**config.mk**
```make
export PLATFORM = sky130hd
export DESIGN_NAME = button_debounce
export DESIGN_NICKNAME = d
export VERILOG_FILES = /design/src/rtl/button_debounce_pkg.sv /design/src/rtl/button_debounce_cell.sv /design/src/rtl/button_debounce.sv
export SDC_FILE = /design/constraint.sdc
export NUM_CORES = 1
export LEC_CHECK = 0
export ABC_AREA = 1
export CORE_ASPECT_RATIO = 2
export CORE_MARGIN = 10
export CORE_UTILIZATION = 51
export DETAILED_ROUTE_END_ITERATION = 10
export GPL_ROUTABILITY_DRIVEN = 0
export PLACE_DENSITY = 0.76
export SLEW_MARGIN = 15
export SYNTH_ARGS = -nofsm -noshare
export SYNTH_HDL_FRONTEND = slang
export SYNTH_SLANG_ARGS = --single-unit
```
**constraint.sdc**
```tcl
create_clock -name clk -period 1.3 [get_ports clk]
set_input_delay 0.26 -clock clk [delete_from_list [all_inputs] [get_ports clk]]
set_output_delay 0.26 -clock clk [all_outputs]
set_load 0.02 [all_outputs]
```
**src/rtl/button_debounce_pkg.sv**
```systemverilog
// ============================================================================
// button_debounce_pkg: shared CSR map and field widths for button_debounce
// Revision: 1.0
// ============================================================================
`default_nettype none

package button_debounce_pkg;

    localparam int C_NUM_BUTTONS = 4;
    localparam int C_COUNT_WIDTH = 8;

    localparam logic [3:0] C_ADDR_STATUS  = 4'h0;
    localparam logic [3:0] C_ADDR_PENDING = 4'h1;
    localparam logic [3:0] C_ADDR_COUNT   = 4'h2;
    localparam logic [3:0] C_ADDR_MASK    = 4'h3;

endpackage

`default_nettype wire

```
**src/rtl/button_debounce_cell.sv**
```systemverilog
// ============================================================================
// debounce_cell: per-button synchronizer, stability counter, level, press pulse
// Revision: 1.0
// ============================================================================
`default_nettype none

module debounce_cell #(
    parameter int DEBOUNCE_CYCLES = 1000000
) (
    input  logic clk,
    input  logic rst,
    input  logic btn_raw,
    output logic level,
    output logic press
);

    localparam int CW = (DEBOUNCE_CYCLES > 1) ? $clog2(DEBOUNCE_CYCLES) : 1;
    localparam logic [CW-1:0] C_MAX = CW'(DEBOUNCE_CYCLES - 1);

    logic [1:0]    r_sync;
    logic [CW-1:0] r_count;

    always_ff @(posedge clk) begin
        if (rst) begin
            r_sync  <= 2'b00;
            r_count <= '0;
            level   <= 1'b0;
            press   <= 1'b0;
        end else begin
            r_sync <= {r_sync[0], btn_raw};
            press  <= 1'b0;
            if (r_sync[1] == level) begin
                r_count <= '0;
            end else if (r_count == C_MAX) begin
                // Mismatch has lasted DEBOUNCE_CYCLES samples: accept it.
                level   <= ~level;
                press   <= ~level;
                r_count <= '0;
            end else begin
                r_count <= r_count + 1'b1;
            end
        end
    end

endmodule

`default_nettype wire

```
**src/rtl/button_debounce.sv**
```systemverilog
// ============================================================================
// button_debounce: four debounced buttons with status/pending/count/mask CSRs
// Revision: 1.0
// ============================================================================
`default_nettype none

module button_debounce
    import button_debounce_pkg::*;
#(
    parameter int DEBOUNCE_CYCLES = 1000000
) (
    input  logic        clk,
    input  logic        rst,
    input  logic [3:0]  btn_raw,
    output logic [3:0]  buttons,
    output logic [3:0]  press,
    output logic        irq,
    input  logic [3:0]  csr_addr,
    input  logic [31:0] csr_wdata,
    input  logic        csr_we,
    output logic [31:0] csr_rdata
);

    logic [C_NUM_BUTTONS-1:0]                    r_pending;
    logic [C_NUM_BUTTONS-1:0]                    r_mask;
    logic [C_NUM_BUTTONS-1:0][C_COUNT_WIDTH-1:0] r_count;

    logic w_wr_pending;
    logic w_wr_count;
    logic w_wr_mask;
    logic w_unused_wdata;

    genvar gi;
    generate
        for (gi = 0; gi < C_NUM_BUTTONS; gi++) begin : g_cell
            debounce_cell #(
                .DEBOUNCE_CYCLES(DEBOUNCE_CYCLES)
            ) u_cell (
                .clk    (clk),
                .rst    (rst),
                .btn_raw(btn_raw[gi]),
                .level  (buttons[gi]),
                .press  (press[gi])
            );
        end
    endgenerate

    assign w_wr_pending   = csr_we && (csr_addr == C_ADDR_PENDING);
    assign w_wr_count     = csr_we && (csr_addr == C_ADDR_COUNT);
    assign w_wr_mask      = csr_we && (csr_addr == C_ADDR_MASK);
    assign w_unused_wdata = ^csr_wdata[31:4];

    assign irq = |(r_pending & r_mask);

    always_ff @(posedge clk) begin
        if (rst) begin
            r_pending <= '0;
            r_mask    <= '0;
            r_count   <= '0;
        end else begin
            // A new press wins over a same-cycle W1C clear.
            r_pending <= (r_pending & ~(w_wr_pending ? csr_wdata[3:0] : 4'h0)) | press;
            if (w_wr_mask) begin
                r_mask <= csr_wdata[3:0];
            end
            for (int i = 0; i < C_NUM_BUTTONS; i++) begin
                if (w_wr_count) begin
                    r_count[i] <= {{(C_COUNT_WIDTH-1){1'b0}}, press[i]};
                end else if (press[i]) begin
                    r_count[i] <= r_count[i] + 1'b1;
                end
            end
        end
    end

    always_ff @(posedge clk) begin
        if (rst) begin
            csr_rdata <= '0;
        end else begin
            case (csr_addr)
                C_ADDR_STATUS:  csr_rdata <= {28'h0, buttons};
                C_ADDR_PENDING: csr_rdata <= {28'h0, r_pending};
                C_ADDR_COUNT:   csr_rdata <= r_count;
                C_ADDR_MASK:    csr_rdata <= {28'h0, r_mask};
                default:        csr_rdata <= '0;
            endcase
        end
    end

endmodule

`default_nettype wire
```
# Word level (Yosys, flattened, before mapping)
# Index checks and enable logic that the tools add are counted.
# word_totals
rom_bits	0
mem_bits_rw	0
latchBits	0
mem_count	0
word_cells	94
ff_bits	168
# op_classes
div_mod_pow	0
addsub	8
n_mul	0
magnitude_cmp	0
muxes	10
n_shift	0
n_eq_ne	11
n_reduce_logical	22
n_bitwise	16
# ops
operator	count
$pmux W32 S4	1
$add A20 B1 Y20 const B	4
$eq A20 B20 Y1 const B	4
$add A8 B1 Y8 const B	4
$reduce_or A3 Y1	8
$not A1 Y1	12
$and A4 B4 Y4	2
$eq A4 B2 Y1 const B	2
$mux W1	8
$reduce_and A2 Y1	4
$reduce_bool A2 Y1	4
$eq A1 B1 Y1	4
$eq A4 B1 Y1 const B	1
$logic_not A4 Y1	1
$mux W4	1
$not A4 Y4	1
$or A4 B4 Y4	1
$reduce_or A4 Y1	1
$logic_and A1 B1 Y1	3
$reduce_or A2 Y1	1

# Longest topological paths before layout
# depth
depth_word	6
ltp_mapped	9
mapped_depth_nobuf	9

# Hierarchy
# Synthesis repeated with hierarchy kept, for this count alone.
# unflattened
cells_unflattened	1028
hier_area_um2	7647.3
# modules_own_cells
module	instances	area_per_inst_um2	cells_each	seq_area_each_um2
debounce_cell	4	1179.9	165	480.5
button_debounce	1	2927.8	368	1441.4

# Worst setup path before layout
# OpenSTA, ideal clock, no wires.
# synth_timing
kind	reg-to-reg
from	register g_cell[2].u_cell.r_count[0]
to	register g_cell[2].u_cell.r_count[16]
setup_ns	0.115
path_stages_with_launch	8
slack_ns	-0.113
arrival_time_ns	1.298
cell_sequence	dfxtp_1 -> ha_1 -> nand3_2 -> nor2_4 -> nand3_1 -> nand2_1 -> buf_6 -> nor2_1
# synth_between
elab_chain_cells	2
elab_cells_between_ends	3
# synth_lines
item	line	rtl
from (decl)	button_debounce_cell.sv:21	logic [CW-1:0] r_count;
from (signal assigned)	button_debounce_cell.sv:40	r_count <= r_count + 1'b1;
parallel branches: the longest is 2 deep, another holds $add A20 B1 Y20	n/a	
# Parallel ways; which one is timed is not known.
# A chain may end at the register's enable or synchronous reset.

# Worst setup path in the final report
# layout_timing
from	register r_pending[3]
to	output irq
# layout_between
elab_chain_cells	2
# layout_lines
item	line	rtl
from (decl)	button_debounce.sv:24	logic [C_NUM_BUTTONS-1:0] r_pending;
from (signal assigned)	button_debounce.sv:62	r_pending <= (r_pending & ~(w_wr_pending ? csr_wdata[3:0] : 4'h0)) | press;
$and A4 B4 Y4	button_debounce.sv:53	assign irq = |(r_pending & r_mask);
$reduce_or A4 Y1	button_debounce.sv:53	
to (decl)	button_debounce.sv:17	output logic irq,
# Every way passes these cells.

==> impl_table.tex <==
\begin{tabular}{lr}
\hline
Metric & Value \\
\hline
\multicolumn{2}{l}{\textbf{Min path}} \\
\quad Hold path cells & 3 \\
\quad Worst hold start & rst \\
\quad Min-Delay Path Class & input port to register \\
\quad End of the worst hold path & g\_cell[1].u\_cell.r\_sync[1] \\
\multicolumn{2}{l}{\textbf{Clocking}} \\
\quad Clock tree from TritonCTS & built \\
\quad Longest Clk Path Bufs & 2 \\
\quad Root buf cell & clkbuf\_16 \\
\quad Hold-fix buffers, CTS & 0 \\
\quad Clock transition at the register clock pins on the worst setup and hold paths after CTS & 0.06 ns \\
\quad Worst-Skew Late Latency & 0.44 ns \\
\quad H-tree lvl count & 4 \\
\quad Clk sinks & 168 \\
\quad CTS Buf Count & 17 \\
\multicolumn{2}{l}{\textbf{Setup path}} \\
\quad Worst reg-to-reg path cell count & 9 \\
\quad Launching element type of the critical path & register \\
\quad Crit-path max FO & 2 \\
\quad Setup slack, reg-to-reg & -0.17 ns \\
\quad Required time at the worst-slack endpoint & 1.04 ns \\
\quad Reg2reg end & g\_cell[0].u\_cell.level \\
\quad Startpoint of the lowest-slack register-to-register path & g\_cell[0].u\_cell.r\_count[0] \\
\quad Arrival time of data at the critical path endpoint & about 1.3 ns \\
\quad Crit path kind & register to primary output \\
\quad CP endpoint kind & primary output \\
\multicolumn{2}{l}{\textbf{Routing}} \\
\quad Number of DRC markers in iteration 0 & 505 \\
\quad Per-cell routed wire length & 16.8 um \\
\quad Vias post-DR & 8,371 \\
\quad WL final & between 20,000 and 30,000 um \\
\quad DR top layer & met4 \\
\quad Met3 routed wirelength & around 1400 um \\
\quad Ratio of routed vias to standard cells & 5.51 \\
\quad Final ANT Viol Nets & 0 \\
\quad Initial DRT Pass Iterations & 5 \\
\quad WL met1 & about 8600 um \\
\quad DRC violation count after routing & 0 \\
\quad Routed length on met2 & 13,800 um \\
\multicolumn{2}{l}{\textbf{Layout}} \\
\quad Post-route cell area & 0.0113 mm\^{}2 \\
\quad Final-stage net count & 1,361 \\
\quad Synth-to-layout area growth & 43.0\% \\
\quad Antenna diode instance count & 0 \\
\quad Number of cells in the finished layout apart from fillers & about 1,500 \\
\quad Area occupied by multi-input gates & around 0.0047 mm\^{}2 \\
\quad Fraction of layout cells with a size suffix above 1 & 38.6\% \\
\quad Fill count & 1,030 \\
\quad Post-route core utilization & 73.8\% \\
\quad Storage cell area & 0.00346 mm\^{}2 \\
\multicolumn{2}{l}{\textbf{Floorplan}} \\
\quad DIE AREA & roughly 0.021 mm\^{}2 \\
\quad X dimension of the die & 108 um \\
\quad Number of rows in the core area & 64 \\
\quad Die boundary height & approximately 200 um \\
\quad Count of boundary I/O pins & 84 \\
\quad Initial Utilization & roughly 52\% \\
\quad Core ar. & 0.0153 mm\^{}2 \\
\multicolumn{2}{l}{\textbf{Synthesis}} \\
\quad Number of synthesized flops with an enable pin & 0 \\
\quad Avg Inst Size Synth & between 6 and 7 um\^{}2 \\
\quad Number of synthesized register bits & 168 \\
\quad Synth unique cells & 33 \\
\quad Total of warnings raised by yosys & 0 \\
\quad Total nets after synthesis & 1,183 \\
\quad Post-synth top flop & dfxtp\_1 \\
\quad Top cell type by total area after synthesis & dfxtp\_1 \\
\quad Area share of the leading cell type in the synthesized netlist & 42.6\% \\
\quad Cells after Synth & $\sim$1,100 \\
\quad Proportion of synthesized flip-flops having asynchronous set or reset & 0\% \\
\quad Top cells by area, synth & dfxtp\_1, nor2\_1, nand2\_1 \\
\quad Proportion of synthesized chip area in sequential cells & 42.6\% \\
\quad Synth Cell Area & between 0.007 and 0.008 mm\^{}2 \\
\multicolumn{2}{l}{\textbf{GRT}} \\
\quad Via count of the first global-routing pass & around 7,800 \\
\quad Number of antenna violations at the first check in global routing & 0 \\
\quad Total global routing overflow & 0 \\
\quad First-pass GRT wire length & 35,200 um \\
\quad Pin count of the biggest net entering global routing & 45 \\
\quad Total Routing Usage GR & 20.2\% \\
\multicolumn{2}{l}{\textbf{Timing}} \\
\quad Worst Tran Pin Value & 0.357 ns \\
\quad Min cycle time layout & approximately 1.5 ns \\
\quad Final setup violation count & 65 \\
\quad Total negative setup slack & -5.79 ns \\
\quad Clock Skews & about 0.011 ns \\
\quad Max-slew headroom at the worst pin & 76.0\% \\
\quad Achievable frequency & about 650 MHz \\
\quad Unrepaired setup endpoints after global routing & true \\
\quad Max-slew violation total from the final report & 0 \\
\quad Smallest setup slack after layout & -0.242 ns \\
\quad Final hold vios & 0 \\
\quad Final worst-path cycle share & 119\% \\
\quad Worst hold-check slack & 0.273 ns \\
\multicolumn{2}{l}{\textbf{Power and ir drop}} \\
\quad Standby leakage power & 3.89 nW \\
\quad Highest ir drop seen on vdd & 0.000935 V \\
\quad PnR Total Power & 10.5 mW \\
\quad Power per unit of standard cell area & 927 mW/mm\^{}2 \\
\multicolumn{2}{l}{\textbf{Place}} \\
\quad Cell count after placement & 1,451 \\
\quad Post-detail-place hpwl & 14,400 um \\
\quad DP Worst Slack & -0.377 ns \\
\quad Area post-placement & 0.00931 mm\^{}2 \\
\quad Port Buffer Count & between 50 and 60 \\
\multicolumn{2}{l}{\textbf{Run}} \\
\quad Number of max-capacitance violations reported & 0 \\
\multicolumn{2}{l}{\textbf{Status}} \\
\quad Result of the run & complete, but fails checks \\
\quad Violations in the final reports & setup timing \\
\hline
\end{tabular}
-- layout by cell type, fill, tap and decap left out, types with 4 or more instances in the layout --
cell	instances
o21ai_1	4
dfxtp_2	67
nor2_1	151
a21oi_1	37
o22ai_1	8
clkbuf_16	22
buf_2	16
dfxtp_1	98
nand2_2	26
nand3_2	9
buf_4	108
nor3_1	33
nor2_2	64
inv_6	5
xnor2_2	4
clkdlybuf4s15_2	24
xnor2_1	12
nand3_1	63
nor2_4	38
inv_2	17
nand2_1	208
ha_4	4
xor2_1	25
nand2_4	7
o21ai_0	7
nand3_4	8
inv_1	113
nor3_2	6
nand4_1	31
a21oi_2	20
clkdlybuf4s50_1	13
buf_6	15
buf_12	4
xor2_2	6
-- per-layer routing --
metal | vias to the layer above | global-route usage, %
li1 | 3929 | -
met1 | 3916 | 19.9
met2 | 367 | 36.9
met3 | 159 | 3.84
met4 | 0 | 12.8
met5 | - | 0
-- area by class of cell --
| class | count | area share (%) |
|---|---|---|
| clock buffer | 18 | 3.89 |
| clock inverter | 12 | 1.05 |
| inverter | 133 | 4.51 |
| multi-input combinational | 799 | 42.0 |
| sequential | 168 | 30.6 |
| tap | 198 | 2.19 |
| timing repair buffer | 191 | 15.7 |
-- synth_stat cells, types with 8 or more instances --
cell type  number
o21ai_0        12
nand3_1        73
a21oi_1        57
nand2_2         8
inv_1         130
buf_4          11
nand2_1       236
buf_2           8
ha_1            8
xnor2_1        16
o22ai_1         9
nor2_2         11
xor2_1         31
nor3_1         38
dfxtp_1       168
nand4_1        31
nor2_1        238
-- flip-flops by register name (all words and copies together), names as in the netlist --
name / cells
g_cell.u_cell.level: 4
g_cell.u_cell.press: 4
r_mask: 4
r_count: 32
g_cell.u_cell.r_sync: 8
csr_rdata: 32
r_pending: 4
g_cell.u_cell.r_count: 80
-- worst max-delay path: stages, from the launching register on --
cell	delay, ns
dfxtp_2	0.34
inv_2	0.05
o22ai_2	0.16
a21oi_2	0.05
o21ai_2	0.09
buf_6	0.15
-- logic make-up (layout without fill, tap and decap cells) --
kind of cell / after synthesis / count (layout) / share of synthesized area (%)
and+or+nand+nor: 663 / 663 / 36.6
adders and majority gates: 8 / 8 / 1.27
DFF: 168 / 168 / 42.6
AOI/OAI and AO/OA: 81 / 81 / 5.31
buffers and inverters: 165 / 354 / 9.06
xor gates and xnor gates: 47 / 47 / 5.21
-- report_power, final --
group | switching [mW] | internal [mW]
registers | 0.0136 | 5.16
clock network | 2.27 | 2.69
logic | 0.188 | 0.142
total | 2.48 | 7.99
-- what timing repair did --
item                       in CTS  in global routing
pin swaps                      19                 68
resized for setup             210                288
setup buffers                  13                 22
gates cloned                    5                  5
setup endpoints to repair     118                111
-- worst max-delay path by stage --
stage,start,endpoint,slack (ns),cells past startpoint
finish,r_pending[3],irq,-0.24,5
global route,r_pending[3],irq,-0.27,5
CTS,r_mask[3],irq,-0.31,5
detailed placement,r_pending[3],irq,-0.38,5
global placement,r_pending[3],irq,-0.38,5
floorplan,g_cell[0].u_cell.r_count[1],g_cell[0].u_cell.r_count[18],0.0006,8
Note: power is estimated with default switching activity, not from simulation.
